==> src/rtl/cpu_control_fsm_pkg.sv <==
`default_nettype none
// ============================================================================
// Module      : cpu_control_fsm_pkg
// Description : Opcodes, instruction field ranges and state encodings shared
//               by the 16-bit core sequencer.
// Revision    : 1.0 - initial release
// ============================================================================
package cpu_control_fsm_pkg;

    localparam logic [3:0] OP_NOP    = 4'h0;
    localparam logic [3:0] OP_ALU_LO = 4'h1;
    localparam logic [3:0] OP_ALU_HI = 4'h7;
    localparam logic [3:0] OP_LOAD   = 4'h8;
    localparam logic [3:0] OP_STORE  = 4'h9;
    localparam logic [3:0] OP_JMP    = 4'hA;
    localparam logic [3:0] OP_BEQZ   = 4'hB;
    localparam logic [3:0] OP_ILL_LO = 4'hC;
    localparam logic [3:0] OP_ILL_HI = 4'hE;
    localparam logic [3:0] OP_HALT   = 4'hF;

    localparam int OPC_MSB = 15;
    localparam int OPC_LSB = 12;
    localparam int RD_MSB  = 11;
    localparam int RD_LSB  = 8;
    localparam int RS1_MSB = 7;
    localparam int RS1_LSB = 4;
    localparam int RS2_MSB = 3;
    localparam int RS2_LSB = 0;
    localparam int IMM_MSB = 7;
    localparam int IMM_LSB = 0;
    localparam int TGT_W   = 12;

    localparam logic [2:0] C_ST_FETCH     = 3'd0;
    localparam logic [2:0] C_ST_DECODE    = 3'd1;
    localparam logic [2:0] C_ST_EXECUTE   = 3'd2;
    localparam logic [2:0] C_ST_MEM       = 3'd3;
    localparam logic [2:0] C_ST_WRITEBACK = 3'd4;
    localparam logic [2:0] C_ST_HALT      = 3'd5;

    typedef enum logic [2:0] {
        ST_FETCH     = C_ST_FETCH,
        ST_DECODE    = C_ST_DECODE,
        ST_EXECUTE   = C_ST_EXECUTE,
        ST_MEM       = C_ST_MEM,
        ST_WRITEBACK = C_ST_WRITEBACK,
        ST_HALT      = C_ST_HALT
    } state_t;

    function automatic logic is_alu_op(input logic [3:0] op);
        return (op >= OP_ALU_LO) && (op <= OP_ALU_HI);
    endfunction

    function automatic logic is_illegal_op(input logic [3:0] op);
        return (op >= OP_ILL_LO) && (op <= OP_ILL_HI);
    endfunction

endpackage
`default_nettype wire

==> src/rtl/cpu_control_fsm_pc_unit.sv <==
`default_nettype none
// ============================================================================
// Module      : cpu_control_fsm_pc_unit
// Description : Program counter with increment, absolute load and signed
//               8-bit relative add; asynchronous reset to RESET_PC.
// Revision    : 1.0 - initial release
// ============================================================================
module cpu_control_fsm_pc_unit #(
    parameter int PC_W     = 8,
    parameter int RESET_PC = 0
) (
    input  logic            clk,
    input  logic            rst,
    input  logic            i_inc,
    input  logic            i_load,
    input  logic [PC_W-1:0] i_load_val,
    input  logic            i_rel_add,
    input  logic [7:0]      i_offset,
    output logic [PC_W-1:0] o_pc
);

    logic [PC_W-1:0] r_pc;
    logic [PC_W-1:0] w_off;

    // Offset is sign-extended (or truncated) to PC_W so the add wraps naturally.
    generate
        if (PC_W > 8) begin : g_off_wide
            assign w_off = {{(PC_W-8){i_offset[7]}}, i_offset};
        end else if (PC_W == 8) begin : g_off_exact
            assign w_off = i_offset;
        end else begin : g_off_narrow
            assign w_off = i_offset[PC_W-1:0];
        end
    endgenerate

    always_ff @(posedge clk or posedge rst) begin
        if (rst) begin
            r_pc <= PC_W'(RESET_PC);
        end else if (i_load) begin
            r_pc <= i_load_val;
        end else if (i_rel_add) begin
            r_pc <= r_pc + w_off;
        end else if (i_inc) begin
            r_pc <= r_pc + 1'b1;
        end
    end

    assign o_pc = r_pc;

endmodule
`default_nettype wire

==> src/rtl/cpu_control_fsm.sv <==
`default_nettype none
// ============================================================================
// Module      : cpu_control_fsm
// Description : Multi-cycle sequencer for the 16-bit core; owns pc and ir.
//               Define CTRL_MEM_WAIT_EN to add ram_ready wait states in MEM.
// Revision    : 1.0 - initial release
// ============================================================================
module cpu_control_fsm
    import cpu_control_fsm_pkg::*;
#(
    parameter int PC_W     = 8,
    parameter int RESET_PC = 0
) (
    input  logic            clock,
    input  logic            reset,
    input  logic [15:0]     inst,
    input  logic            zero_flag,
`ifdef CTRL_MEM_WAIT_EN
    input  logic            ram_ready,
`endif
    output logic [PC_W-1:0] pc,
    output logic            rom_oeb,
    output logic [3:0]      opcode,
    output logic [3:0]      select1,
    output logic [3:0]      select2,
    output logic [3:0]      dest_sel,
    output logic            reg_we,
    output logic            wb_src,
    output logic            alu_en,
    output logic            ram_ce,
    output logic            ram_rw,
    output logic            halted,
    output logic            illegal
);

    state_t          r_state;
    state_t          w_next_state;
    logic [15:0]     r_ir;
    logic            r_illegal;
    logic [3:0]      w_op;
    logic            w_pc_inc;
    logic            w_pc_load;
    logic            w_pc_rel;
    logic            w_set_illegal;
    logic            w_mem_done;
    logic [PC_W-1:0] w_jmp_target;

    assign w_op = r_ir[OPC_MSB:OPC_LSB];

`ifdef CTRL_MEM_WAIT_EN
    assign w_mem_done = ram_ready;
`else
    assign w_mem_done = 1'b1;
`endif

    // Jump target field is 12 bits; wider pcs get it zero-extended.
    generate
        if (PC_W > TGT_W) begin : g_tgt_wide
            assign w_jmp_target = {{(PC_W-TGT_W){1'b0}}, r_ir[TGT_W-1:0]};
        end else begin : g_tgt_fit
            assign w_jmp_target = r_ir[PC_W-1:0];
        end
    endgenerate

    cpu_control_fsm_pc_unit #(
        .PC_W     (PC_W),
        .RESET_PC (RESET_PC)
    ) u_pc_unit (
        .clk        (clock),
        .rst        (reset),
        .i_inc      (w_pc_inc),
        .i_load     (w_pc_load),
        .i_load_val (w_jmp_target),
        .i_rel_add  (w_pc_rel),
        .i_offset   (r_ir[IMM_MSB:IMM_LSB]),
        .o_pc       (pc)
    );

    always_ff @(posedge clock or posedge reset) begin
        if (reset) begin
            r_state   <= ST_FETCH;
            r_ir      <= 16'h0000;
            r_illegal <= 1'b0;
        end else begin
            r_state <= w_next_state;
            if (r_state == ST_FETCH) begin
                r_ir <= inst;
            end
            if (w_set_illegal) begin
                r_illegal <= 1'b1;
            end
        end
    end

    always_comb begin
        w_next_state  = r_state;
        w_pc_inc      = 1'b0;
        w_pc_load     = 1'b0;
        w_pc_rel      = 1'b0;
        w_set_illegal = 1'b0;
        case (r_state)
            ST_FETCH: begin
                w_pc_inc     = 1'b1;
                w_next_state = ST_DECODE;
            end
            ST_DECODE: begin
                w_next_state = (w_op == OP_HALT) ? ST_HALT : ST_EXECUTE;
            end
            ST_EXECUTE: begin
                w_next_state = ST_FETCH;
                if (w_op == OP_JMP) begin
                    w_pc_load = 1'b1;
                end else if (w_op == OP_BEQZ) begin
                    w_pc_rel = zero_flag;
                end else if ((w_op == OP_LOAD) || (w_op == OP_STORE)) begin
                    w_next_state = ST_MEM;
                end else if (is_alu_op(w_op)) begin
                    w_next_state = ST_WRITEBACK;
                end else if (is_illegal_op(w_op)) begin
                    w_set_illegal = 1'b1;
                end
            end
            ST_MEM: begin
                if (w_mem_done) begin
                    w_next_state = (w_op == OP_LOAD) ? ST_WRITEBACK : ST_FETCH;
                end
            end
            ST_WRITEBACK: begin
                w_next_state = ST_FETCH;
            end
            ST_HALT: begin
                w_next_state = ST_HALT;
            end
            default: begin
                w_next_state = ST_FETCH;
            end
        endcase
    end

    // Moore output decode: strobes depend only on state and the latched ir.
    always_comb begin
        rom_oeb  = (r_state != ST_FETCH);
        opcode   = w_op;
        select1  = r_ir[RS1_MSB:RS1_LSB];
        select2  = r_ir[RS2_MSB:RS2_LSB];
        dest_sel = r_ir[RD_MSB:RD_LSB];
        alu_en   = (r_state == ST_EXECUTE) && is_alu_op(w_op);
        ram_ce   = (r_state == ST_MEM);
        ram_rw   = !((r_state == ST_MEM) && (w_op == OP_STORE));
        reg_we   = (r_state == ST_WRITEBACK);
        wb_src   = (r_state == ST_WRITEBACK) && (w_op == OP_LOAD);
        halted   = (r_state == ST_HALT);
        illegal  = r_illegal;
    end

endmodule
`default_nettype wire

==> config.mk <==
export PLATFORM = sky130hd
export DESIGN_NAME = cpu_control_fsm
export DESIGN_NICKNAME = d
export VERILOG_FILES = /design/src/rtl/cpu_control_fsm_pkg.sv /design/src/rtl/cpu_control_fsm_pc_unit.sv /design/src/rtl/cpu_control_fsm.sv
export SDC_FILE = /design/constraint.sdc
export NUM_CORES = 1
export LEC_CHECK = 0
export ABC_AREA = 1
export CAP_MARGIN = 20
export CORE_MARGIN = 1.5
export CORE_UTILIZATION = 49
export DETAILED_ROUTE_END_ITERATION = 6
export GPL_ROUTABILITY_DRIVEN = 0
export PLACE_DENSITY = 0.8
export SYNTH_ARGS = -nofsm -noshare
export SYNTH_HDL_FRONTEND = slang
export SYNTH_SLANG_ARGS = --single-unit
==> constraint.sdc <==
create_clock -name clock -period 4.5 [get_ports clock]
set_clock_uncertainty 0.15 [all_clocks]
set_input_delay 1.35 -clock clock [delete_from_list [all_inputs] [get_ports clock]]
set_output_delay 1.35 -clock clock [all_outputs]
set_load 0.01 [all_outputs]
==> results of run 1 <==
## per-stage QoR
step	total power, µW	std cells	hold slack, ps	utilization	cell area, µm²
floorplan	1030	193	303	-	1600
global placement	1380	285	312	0.698	2150
detailed placement	1390	285	315	0.698	2150
CTS	1570	289	335	0.715	2200
global route	1690	290	354	0.724	2230
finish	1560	290	336	0.724	2230
## registers in the layout (all words and copies together) (netlist names)
register,flops
illegal,1
r_ir,16
r_state,3
u_pc_unit.o_pc,8
## cell families (layout without fill, tap and decap cells)
| group | count (synthesis) | count (layout) | synth area share |
|---|---|---|---|
| buffers and inverters | 31 | 84 | 0.0773 |
| AND/OR/NAND/NOR | 85 | 85 | 0.252 |
| AO/OA/AOI/OAI | 33 | 33 | 0.115 |
| XOR/XNOR | 3 | 3 | 0.0164 |
| adder cells (fa/ha/maj) | 8 | 8 | 0.0672 |
| multiplexers | 5 | 5 | 0.0352 |
| flip-flops | 28 | 28 | 0.437 |
## synth_stat cells
library cell  instances
nor3_1                1
and3_1                1
xnor2_1               1
nand4_1               4
dfrtp_1              28
ha_1                  7
nor2_1               31
nor2_4                2
o21ai_1               1
mux2_2                5
buf_2                 1
a21oi_1              21
a31oi_1               2
inv_2                 2
o31ai_1               2
a21oi_2               1
fa_1                  1
xor2_1                2
nand3_2               1
inv_4                 1
inv_1                25
o211ai_1              1
nand3_1              11
clkbuf_1              1
o21ai_0               2
nand2_4               1
buf_4                 1
o22ai_1               2
nand3_4               2
a21o_1                1
nand2_1              31
## report_power, final
group | internal, µW | switching [µW] | total [µW]
sequential | 379 | 109 | 488
clock | 90.0 | 76.2 | 166
combinational | 435 | 472 | 908
total | 904 | 658 | 1560
## metal layers
metal,vias to the layer above,GRT usage,wire length [µm]
met5,-,0,0
met4,0,0.0603,21
met3,2,0.0368,179
met2,46,0.321,1640
met1,647,0.300,1690
li1,744,-,-
## path summary, 6_finish.rpt
check / start / to / slack (ps) / cells after the start
worst max-delay path: r_state[2] / alu_en / 1120 / 6
worst min-delay path: r_state[2] / r_state[1] / 340 / 1
worst max register to register: r_ir[14] / u_pc_unit.o_pc[7] / 2150 / 14
worst min register to register: r_state[2] / r_state[1] / 340 / 1
max in group asynchronous: reset / u_pc_unit.o_pc[7] / 2580 / 3
min in group asynchronous: reset / r_ir[5] / 1150 / 2
## worst max-delay path: stages (launching register included)
cell             delay [ps]
dfrtp_1                 410
inv_2                   110
nand2_1                  80
nor2_1                  220
nand3_1                 140
inv_1                    70
clkdlybuf4s50_1         530
## area by class of cell
class,instances,area (µm²),share of cell area
inverter,28,108,0.0483
clock buffer,3,22.5,0.0101
sequential,28,701,0.314
multi-input combinational,134,777,0.349
timing repair buffer,52,536,0.240
clock inverter,1,30.0,0.0135
tap,44,55.1,0.0247
==> flow_metrics.env, run 1 <==
export IMPL_layout_worst_path_cycle_share=0.752
export IMPL_floorplan_rows=20
export IMPL_routed_via_density=4.96
export IMPL_cts_root_buf="clkbuf_4"
export IMPL_tritoncts_num_buffers=3
export IMPL_synth_sequential_area_ratio=0.438
export IMPL_insertion_delay_ps=330
export IMPL_cts_hold_buffers_added=0
export IMPL_design_die_area_mm2=0.00362
export IMPL_min_period_ps=3380
export IMPL_grt_max_degree=32
export IMPL_globalRoute_totalOverflow=0
export IMPL_timing_max_slew_rel_slack=0.686
export IMPL_setup_repair_after_global_routing_missed_its_margin="false"
export IMPL_cts_buffer_depth=2
export IMPL_syn_num_nets=220
export IMPL_clock_tree_htree_level_count=1
export IMPL_drc=0
export IMPL_synth_top_cells_by_area="dfrtp_1 44%, nand2_1 7.3%, nor2_1 7.3%"
export IMPL_worst_setup_path_type="register to output port"
export IMPL_synth_cell_area_mm2=0.00160
export IMPL_synth_seq_cells=28
export IMPL_post_synth_inst_count=193
export IMPL_nNetsFinal=274
export IMPL_hpwl_um=2670
export IMPL_insertedDiodeCount=0
export IMPL_endpoint_kind="output port"
export IMPL_routedWlPerCell_um=12.2
export IMPL_grt_pass1_wl_um=5730
export IMPL_clock_sinks=28
export IMPL_dr_total_vias=1439
export IMPL_start_kind="register"
export IMPL_final_hold_violation_count=0
export IMPL_floorplan_core_area_mm2=0.00308
export IMPL_cts_resized_gates=0
export IMPL_critPathRequiredTime_ps=3000
export IMPL_post_synth_cell_area_avg_um2=8.30
export IMPL_port_buffers=50
export IMPL_chipWidth_um=60.2
export IMPL_synth_cell_type_count=31
export IMPL_critPathArrivalTime_ps=1880
export IMPL_setup_ws_ps=1120
export IMPL_final_layout_size_suffix_gt1_frac=0.0854
export IMPL_drt_pre_antenna_iters=4
export IMPL_post_cts_setup_buffer_count=0
export IMPL_maxCapViolations=0
export IMPL_grt_total_usage=0.209
export IMPL_mostFrequentLayoutCells="50 x clkdlybuf4s50_1, 31 x nand2_1, 31 x nor2_1, 28 x dfrtp_1, 25 x inv_1"
export IMPL_totalWireLength_um=3530
export IMPL_setup_violations_final=0
export IMPL_mostFrequentLayoutCell="clkdlybuf4s50_1"
export IMPL_run_status="finished, final reports clean"
export IMPL_power_density_mw_per_mm2=701
export IMPL_tritoncts="yes"
export IMPL_antenna_violation_net_count_after_detailed_routing=0
export IMPL_first_global_vias=1301
export IMPL_die_h_um=60.2
export IMPL_synthDominantCellAreaShare=0.438
export IMPL_drt_initial_violations=85
export IMPL_floorplan_io_pins=51
export IMPL_report_final_slew_viol_count=0
export IMPL_p_leak_uw=0.00109
export IMPL_register_clock_pin_slew_on_the_reported_worst_setup_and_hold_paths_ps=150
export IMPL_grt_antenna_before_repair=0
export IMPL_area_growth_syn_to_layout_pct=39.1
export IMPL_worstMarginPinSlew_ps=471
export IMPL_initial_core_util=0.520
export IMPL_synth_top_area_cell="dfrtp_1"
export IMPL_nFillCells=238
export IMPL_synth_warnings=0
export IMPL_pre_cts_slack_ps=970
export IMPL_fmaxAchievable_mhz=296
export IMPL_peakVddDrop_v=0.000379
export IMPL_timing_critical_path_fanout_max=6
export IMPL_hold_class="register to register"
export IMPL_final_setup_tns_ps=0
No activity file was read; power rests on OpenSTA's default activity.
==> run 2, diff against run 1 <==
- CORE_UTILIZATION: 49 -> 46
- PLACE_DENSITY: 0.8 -> 0.76
- clock period: 4.5 -> 3.2 ns (I/O delays scaled with it)
==> flow_metrics.env, run 2 (same netlist as run 1, synthesis figures left out) <==
export IMPL_run_status="finished, final reports clean"
export IMPL_worst_setup_path_type="register to output port"
export IMPL_critPathArrivalTime_ps=1910
export IMPL_mostFrequentLayoutCells="50 x clkdlybuf4s50_1, 31 x nand2_1, 31 x nor2_1, 28 x dfrtp_1, 25 x inv_1"
export IMPL_clock_tree_htree_level_count=1
export IMPL_combinationalPowerShare=0.587
export IMPL_maxCapViolations=0
export IMPL_p_leak_uw=0.00109
export IMPL_detailed_place_area_mm2=0.00218
export IMPL_final_cell_count_no_fill=295
export IMPL_cell_area_after_layout_mm2=0.00223
export IMPL_tritoncts_num_buffers=3
export IMPL_hold_path_depth=1
export IMPL_endpoint_kind="output port"
export IMPL_internal_power_uw=1280
export IMPL_dpl_cell_count=291
export IMPL_timing_critical_path_fanout_max=6
export IMPL_grt_total_usage=0.210
export IMPL_routedWlPerCell_um=12.9
export IMPL_floorplan_rows=21
export IMPL_layout_worst_path_cycle_share=0.944
export IMPL_cts_hold_buffers_added=0
export IMPL_drt_pre_antenna_iters=4
export IMPL_r2r_cells=13
export IMPL_largest_register="r_ir"
export IMPL_cts_resized_gates=0
export IMPL_min_from="r_state[2]"
export IMPL_final_util=0.669
export IMPL_fin_total_pwr_uw=2220
export IMPL_flip_flop_count_of_the_largest_register_all_copies_and_words_added=16
export IMPL_grt_pass1_wl_um=5940
export IMPL_power_share_sequential=0.308
export IMPL_min_period_ps=3020
export IMPL_register_clock_pin_slew_on_the_reported_worst_setup_and_hold_paths_ps=150
export IMPL_final_layout_size_suffix_gt1_frac=0.0964
export IMPL_grt_antenna_before_repair=0
export IMPL_critPathRequiredTime_ps=2090
export IMPL_hold_class="register to register"
export IMPL_hpwl_um=2930
export IMPL_cts_buffer_depth=2
export IMPL_reg2reg_to="u_pc_unit.o_pc[6]"
export IMPL_first_global_vias=1402
export IMPL_worstMarginPinSlew_ps=353
export IMPL_final_hold_violation_count=0
export IMPL_final_setup_tns_ps=0
export IMPL_die_h_um=62.0
export IMPL_totalWireLength_um=3820
export IMPL_mostFrequentLayoutCell="clkdlybuf4s50_1"
export IMPL_floorplan_io_pins=51
export IMPL_initial_core_util=0.480
export IMPL_cp_cell_sequence="inv_2 > nand2_1 > nor2_1 > nand3_1 > inv_1 > clkdlybuf4s50_1"
export IMPL_cts_root_buf="clkbuf_4"
export IMPL_peakVddDrop_v=0.000410
export IMPL_insertedDiodeCount=0
export IMPL_tritoncts="yes"
export IMPL_fmaxAchievable_mhz=331
export IMPL_routed_via_density=5.13
export IMPL_r2r_start="r_ir[14]"
export IMPL_timing_reg2reg_setup_slack_ps=840
export IMPL_drc=0
export IMPL_post_cts_setup_buffer_count=0
export IMPL_area_growth_syn_to_layout_pct=39.5
export IMPL_clock_sinks=28
export IMPL_floorplan_core_area_mm2=0.00334
export IMPL_setup_repair_after_global_routing_missed_its_margin="false"
export IMPL_slowest_delay_ps=530
export IMPL_drt_initial_violations=62
export IMPL_grt_max_degree=32
export IMPL_chipWidth_um=62.0
export IMPL_nNetsFinal=277
export IMPL_share_clk_of_total_power=0.105
export IMPL_kind_of_cell_adding_the_most_delay_to_the_critical_path="buffers and inverters"
export IMPL_p_switching_uw=943
export IMPL_cp_slowest_cell="clkdlybuf4s50_1"
export IMPL_dr_total_vias=1512
export IMPL_antenna_violation_net_count_after_detailed_routing=0
export IMPL_report_final_slew_viol_count=0
export IMPL_port_buffers=50
export IMPL_start_kind="register"
export IMPL_design_die_area_mm2=0.00384
export IMPL_timing_max_slew_rel_slack=0.765
export IMPL_worst_setup_path_startpoint="r_state[2]"
export IMPL_hold_end="r_state[1]"
export IMPL_setup_violations_final=0
export IMPL_insertion_delay_ps=330
export IMPL_power_density_mw_per_mm2=996
export IMPL_p_sw_frac=0.424
export IMPL_timing_critical_path_buf_inv=3
export IMPL_globalRoute_totalOverflow=0
## run 2: cell count changes in the layout (fill, tap and decap cells not counted)
| cell | change |
|---|---|
| buf_4 | +4 |
| buf_16 | -1 |
## run 2: worst max path at each step
stage | to | slack (ps) | cells after the start
detailed placement | u_pc_unit.o_pc[6] | 40 | 13
finish | alu_en | 180 | 6
global placement | u_pc_unit.o_pc[6] | 70 | 12
CTS | alu_en | 200 | 6
floorplan | u_pc_unit.o_pc[6] | 640 | 11
global route | alu_en | 80 | 6
## run 2: cell type report
class | count | area [µm²]
multi-input combinational | 134 | 777
sequential | 28 | 701
fill | 314 | 1100
timing repair buffer | 55 | 538
tap | 46 | 57.6
clock inverter | 1 | 30.0
inverter | 28 | 108
clock buffer | 3 | 22.5
## run 2: power by group through the flow
stage          combinational, µW  sequential [µW]  clock, µW
6_report                    1300              686        234
2_1_floorplan                703              739          0
5_1_grt                     1450              712        252
3_5_place_dp                1300              696          0
3_3_place_gp                1280              693          0
4_1_cts                     1310              689        241
## run 2: stage by stage
stage               hold WS (ps)  setup slack [ps]
floorplan                    303               642
global route                 362              75.0
CTS                          344               196
detailed placement           311              44.7
global placement             309              72.6
finish                       331               178
## run 2: worst register-to-register path: cells and delay by family (launching register included)
family / cells / cell delay (ps)
AO/OA/AOI/OAI: 1 / 100
adder cells (fa/ha/maj): 2 / 630
buffers and inverters: 1 / 90
flip-flops: 1 / 420
AND/OR/NAND/NOR: 9 / 920
## run 2: layer usage
layer / track usage / routed length [µm] / up-vias
li1: - / - / 746
met1: 0.266 / 1620 / 718
met2: 0.362 / 1960 / 44
met3: 0.0518 / 200 / 4
met4: 0.0486 / 34 / 0
met5: 0 / 0 / -
